--- config.mk ---
export PLATFORM = sky130hd
export DESIGN_NAME = fir_cb_sequencer
export DESIGN_NICKNAME = d
export VERILOG_FILES = /design/src/rtl/fir_cb_sequencer.sv
export SDC_FILE = /design/constraint.sdc
export NUM_CORES = 1
export LEC_CHECK = 0
export BUFFER_PORTS_ARGS = -buffer_cell sky130_fd_sc_hd__buf_2
export CAP_MARGIN = 15
export CORE_AREA = 2 2 74 76
export DETAILED_ROUTE_END_ITERATION = 10
export DIE_AREA = 0 0 76 78
export PLACE_DENSITY = 0.89
export SLEW_MARGIN = 10
export SYNTH_ARGS = -nofsm -noshare
export SYNTH_HDL_FRONTEND = slang
export SYNTH_SLANG_ARGS = --single-unit
--- constraint.sdc ---
create_clock -name clock -period 2.15 [get_ports clock]
set_input_delay 0.645 -clock clock [delete_from_list [all_inputs] [get_ports clock]]
set_output_delay 0.645 -clock clock [all_outputs]
set_load 0.05 [all_outputs]
--- src/rtl/fir_cb_sequencer.sv ---
// Sequencer for a block-parallel FIR: writes each accepted sample into the circular
// buffer, sweeps buffer/coefficient block addresses and issues aligned MAC strobes.
module fir_cb_sequencer #(
  parameter int AW      = 11,
  parameter int RD_LAT  = 1,
  parameter int MAC_LAT = 2
) (
  input  logic          clock,
  input  logic          reset,
  input  logic          smp_valid,
  input  logic [17:0]   smp_data,
  input  logic [AW-1:0] nblk,
  input  logic          ovr_clr,
  output logic          smp_ready,
  output logic          buf_wen,
  output logic [17:0]   buf_din,
  output logic [AW-1:0] buf_addrin,
  output logic [AW-1:0] coef_addr,
  output logic          mac_en,
  output logic          mac_first,
  output logic          mac_last,
  output logic          done,
  output logic          overrun
);

  typedef enum logic [1:0] {IDLE, WRITE, SWEEP, DRAIN} state_t;

  localparam int CW = $clog2(MAC_LAT + 2);

  state_t          state, state_d;
  logic [AW-1:0]   addr, addr_d, addr_inc;
  logic [AW-1:0]   lastblk, lastblk_d;
  logic            wen_d;
  logic [17:0]     din_d;
  logic            issue, issue_d;
  logic            first, first_d;
  logic            last, last_d;
  logic [RD_LAT-1:0] en_sr, first_sr, last_sr;
  logic [CW-1:0]   cnt, cnt_d;
  logic            done_d, ovr_d;

  assign smp_ready  = (state == IDLE);
  assign buf_addrin = addr;
  assign coef_addr  = addr;
  assign mac_en     = en_sr[RD_LAT-1];
  assign mac_first  = first_sr[RD_LAT-1];
  assign mac_last   = last_sr[RD_LAT-1];
  assign addr_inc   = addr + AW'(1);

  always_comb begin
    state_d   = state;
    addr_d    = addr;
    lastblk_d = lastblk;
    wen_d     = 1'b0;
    din_d     = buf_din;
    issue_d   = 1'b0;
    first_d   = 1'b0;
    last_d    = 1'b0;
    cnt_d     = cnt;
    done_d    = 1'b0;

    unique case (state)
      IDLE: begin
        if (smp_valid) begin
          state_d   = WRITE;
          wen_d     = 1'b1;
          din_d     = smp_data;
          lastblk_d = nblk;
          addr_d    = '0;
        end
      end
      WRITE: begin
        state_d = SWEEP;
        issue_d = 1'b1;
        first_d = 1'b1;
        last_d  = (lastblk == '0);
      end
      SWEEP: begin
        // Increment is only taken below lastblk, so lastblk = all-ones cannot wrap.
        if (addr == lastblk) begin
          state_d = DRAIN;
        end else begin
          addr_d  = addr_inc;
          issue_d = 1'b1;
          last_d  = (addr_inc == lastblk);
        end
      end
      DRAIN: begin
        if (done) state_d = IDLE;
      end
      default: state_d = IDLE;
    endcase

    // Counts the MAC pipeline latency after the final block leaves the read delay line.
    if (mac_last)
      cnt_d = CW'(MAC_LAT);
    else if (cnt != '0)
      cnt_d = cnt - CW'(1);

    if (state == DRAIN)
      done_d = (MAC_LAT == 0) ? mac_last : (cnt == CW'(1));

    if (smp_valid && (state != IDLE))
      ovr_d = 1'b1;
    else if (ovr_clr)
      ovr_d = 1'b0;
    else
      ovr_d = overrun;
  end

  always_ff @(posedge clock) begin
    if (reset) begin
      state    <= IDLE;
      addr     <= '0;
      lastblk  <= '0;
      buf_wen  <= 1'b0;
      buf_din  <= '0;
      issue    <= 1'b0;
      first    <= 1'b0;
      last     <= 1'b0;
      en_sr    <= '0;
      first_sr <= '0;
      last_sr  <= '0;
      cnt      <= '0;
      done     <= 1'b0;
      overrun  <= 1'b0;
    end else begin
      state       <= state_d;
      addr        <= addr_d;
      lastblk     <= lastblk_d;
      buf_wen     <= wen_d;
      buf_din     <= din_d;
      issue       <= issue_d;
      first       <= first_d;
      last        <= last_d;
      en_sr[0]    <= issue;
      first_sr[0] <= first;
      last_sr[0]  <= last;
      for (int unsigned i = 1; i < RD_LAT; i++) begin
        en_sr[i]    <= en_sr[i-1];
        first_sr[i] <= first_sr[i-1];
        last_sr[i]  <= last_sr[i-1];
      end
      cnt     <= cnt_d;
      done    <= done_d;
      overrun <= ovr_d;
    end
  end

endmodule
# Word level (Yosys, flattened, before mapping)
# Index checks and enable logic that the tools add are counted.
# totals
regBits	53
elab_cells	60
# classes
addsub	2
n_mux	17
bitwise_logic	2
reduce_logical	14
eq_ne	10
# ops
operator	count
$eq 11x11->1	2
$mux 11	2
$pmux 11 s2	1
$add 11x1->11 const B	1
$logic_not 11->1	1
$mux 2	5
$reduce_bool 2->1	5
$ne 2x2->1 const B	4
$pmux 2 s4	1
$mux 1	6
$reduce_and 3->1	2
$reduce_or 2->1	3
$eq 2x1->1 const B	2
$eq 2x2->1 const B	2
$pmux 1 s2	2
$logic_not 2->1	1
$not 1->1	2
$reduce_and 2->1	1
$sub 2x1->2 const B	1
$logic_and 1x1->1	1

# Depth between registers and ports, before layout
# depth
depth_word	4
depth_mapped	8
ltp_nobuf	8

# Least setup slack after synthesis
# No wires, ideal clock.
# synth_path
path_kind	reg2reg
start	reg state[0]
end	reg addr[8] (netlist: buf_addrin[8])
path_buffers	0
stages_incl_launch_ff	9
period_less_slack_ns	2.111
arrival_time_ns	2.022
setup_slack_ns	0.039
required_ns	2.061
path_cell_list	dfxtp_1 inv_1 ha_1 nand2_1 o21ai_2 nand2_1 and2b_1 nand3b_1 o31ai_1
# synth_between
elab_chain_len	3
word_cells_on_any_way	7
cone_classes	eq/ne (3); mux (1); reduce/logical (3)
# synth_rtl
item	line_no	text
start, declared	30	state_t state, state_d;
start signal, assigned	128	state <= state_d;
$logic_not 2->1 (*)	--	
net smp_ready	14	output logic smp_ready,
$ne 2x2->1 (no line) or $reduce_bool 2->1 (tied branches)	--	
$reduce_and 3->1 (no line)	--	
end signal, assigned	129	addr <= addr_d;
end, declared	31	logic [AW-1:0] addr, addr_d, addr_inc;
# The timed path passes the listed nets; every way through them passes the cells marked *.
# A chain may end at the register's enable or synchronous reset.

# Final worst setup path
# layout_path
start	reg state[0]
end	out smp_ready
# layout_between
elab_chain_len	1
# layout_rtl
item	line_no	text
$logic_not 2->1	42	assign smp_ready = (state == IDLE);
end, declared	14	
# No other way between the ends.

==> results.yml <==
route:
  wl_met3_um: 456
  drt-vias-per-instance: 5.39
  wl_met2_mm: 2.87
  first_pass_iters: 4
  wl_met1_mm: 2.84
  routedWlPerCell_um: 13.9
  drt-initial-drc-count: 221
  antenna_left: 0
  wl_mm: 6.31
  top_layer: "met4"
  drc: 0
  vias: 2449
synthesis:
  synth_ff_type: "dfxtp_1"
  yosysSeqAreaShare_pct: 42.1
  ys_async_sr_fraction_pct: 0
  synth_warnings: 0
  synth-edff-count: 0
  syn_nets: 350
  ys_ff_latch: 53
  syn_area_sq_mm: 0.00252
  syn_inst: 312
  ys_types: 46
  avgSynthCellArea_sq_um: 8.07
placement:
  hpwl_mm: 4.46
  portBuffers: 79
  globalplace.congestion: 0.973
  postPlaceCellArea_sq_mm: 0.00295
clock_network:
  clk_pin_slew_ps: 90
  cts_root_buf: "clkbuf_8"
  cts_sinks: 53
  cts_buffers: 5
  post-cts-setup-buffers: 0
  cts_hold_buffers: 0
  clock_tree.htree_level_count: 2
  cts_tree: "built"
  clk-insertion-delay-late_ps: 310
  cts_buffer_depth: 2
power_and_ir_drop:
  p_leak_nw: 1.36
  finalPower_w: 0.00315
  power_density_mw_per_mm2: 1030
  ir_drop_mv: 0.566
worst_setup_path:
  cp-startpoint: "state[0]"
  crit_path_cell_trace: "inv_1 -> ha_1 -> clkbuf_4"
  crit_type: "reg -> out"
  cp_max_fo: 8
  rr_worst_depth: 6
  slowest_stage: "dfxtp_1"
  cpPeakStageDelay_ps: 360
  crit_required_ps: 1500
  critPathLaunchType: "register"
  r2r-start: "lastblk[8]"
  cp.arrival_ps: 1400
  cp-end-kind: "output port"
floorplan:
  die_w_um: 76
  die_y_um: 78
  io_pins: 80
  die_area_sq_mm: 0.00593
  rows: 26
  core-area_sq_mm: 0.00504
  start_util_pct: 50.0
finish:
  regArea_sq_mm: 0.00106
  utilization_pct: 60.5
  multi_input_area_sq_mm: 0.00129
  drive_above_1_share_pct: 27.6
  finish.instance_area_sq_mm: 0.00305
  antenna_cells: 0
  syn_to_final_growth_pct: 21.1
  fillers: 437
  final_nets: 421
timing:
  final_hold_viol_count: 0
  worst_pin_slew_ps: 520
  skew_ps: 10.2
  setup_violations: 0
  slew_headroom_pct: 65.3
  max_freq_ghz: 0.490
  post-route-min-period_ps: 2040
  rsz0062_at_grt: "true"
  finalCritPeriodShare_pct: 95.0
  slew_violations: 0
  timing.hold.ws_ps: 440
grt:
  grt_pass1_wl_mm: 10.5
  grt_overflow: 0
  antenna_found_initial: 0
  grt_max_degree: 52
  first_global_vias: 2270
  grtUsageTotal_pct: 21.4
min_path:
  hold_start: "last"
  min_path_cells: 1
  hold_path_class: "reg -> reg"
job:
  maxCapViolCount: 0
status:
  status: "finished, final reports clean"
## worst paths after layout
kind | slack (ps) | end
setup / recovery | 110 | smp_ready
hold / removal | 440 | mac_last
setup reg to reg | 120 | state[1]
hold reg to reg | 440 | mac_last
## cell usage after synthesis (3+ instances only)
master    number  area share [%]
a21oi_1       47             9.3
and2_1         3            0.75
buf_2          6             1.2
buf_4         11             3.3
clkbuf_1      12             1.8
dfxtp_1       53              42
ha_1           5             2.5
inv_1          5            0.75
nand2_1       67              10
nand3_1        6             1.2
nand3b_1       5             1.5
nor2_1        16             2.4
nor2b_1        6             1.5
nor3_1         4            0.79
nor4_1         3            0.75
o21ai_0        7             1.4
o31ai_1        3            0.89
xnor2_1        6             2.1
xor2_1        11             3.8
## placed cells by master (no fill, tap or decap), types with 4 or more instances in the layout
cell type / synthesis / final
a21oi_1: 47 / 47
buf_2: 6 / 78
buf_4: 11 / 14
clkbuf_8: 0 / 5
dfxtp_1: 53 / 53
ha_1: 5 / 5
inv_1: 5 / 5
nand2_1: 67 / 67
nand3_1: 6 / 6
nand3b_1: 5 / 5
nor2_1: 16 / 16
nor2b_1: 6 / 6
nor3_1: 4 / 4
o21ai_0: 7 / 7
xnor2_1: 6 / 6
xor2_1: 11 / 11
## cell type report
cell class / count / share of cell area [%]
multi-input cells: 224 / 42.3
flip-flops and latches: 53 / 34.8
repair buffers: 93 / 16.5
well taps: 70 / 2.87
clock buffers: 7 / 2.50
inverters: 6 / 0.739
clock inverters: 1 / 0.246
## per-stage QoR
stage | setup TNS [ps] | cells | setup WS, ps
final | 0 | 454 | 108
after global routing | -7.66 | 454 | -7.66
after CTS | 0 | 454 | 93.3
after detailed placement | 0 | 446 | 118
after global placement | 0 | 446 | 232
after floorplan | 0 | 312 | 39.0
## what timing repair did
action | in CTS | in global routing
endpoints found under the hold margin | 0 | 0
endpoints found under the setup margin | 0 | 4
resized for setup | 0 | 3
## flip-flops by register name, indices dropped and copies added (netlist names)
name	cells
mac_first	1
last	1
buf_addrin	11
done	1
buf_din	18
lastblk	11
mac_last	1
buf_wen	1
issue	1
cnt	2
overrun	1
state	2
first	1
mac_en	1
## cell families (layout without fill, tap and decap cells)
logic type	count (synthesis)	count (layout)	share of synthesized area (%)
buffers and inverters	35	107	7.15
AND/OR/NAND/NOR	127	127	24.3
XOR/XNOR	18	18	6.56
multiplexers	2	2	0.795
adder cells (fa/ha/maj)	5	5	2.48
AO/OA/AOI/OAI	72	72	16.5
flip-flops	53	53	42.1
## metal layers
metal	vias to the layer above	track usage [%]
met5	-	0
met4	0	8.18
met3	14	4.88
met2	112	35.9
met1	1124	27.0
li1	1199	-
## worst max-delay path, delay by kind of cell, from the launching register on
family                     cells  cell delay, ps
adders and majority gates      1             340
buffers and inverters          2             400
DFF                            1             360
## where the power goes
group | internal [W] | switching, W
Sequential | 0.00113 | 0.000108
Clock | 0.000231 | 0.000325
Combinational | 0.000421 | 0.000939
Total | 0.00178 | 0.00137
(Power assumes the default switching activity.)
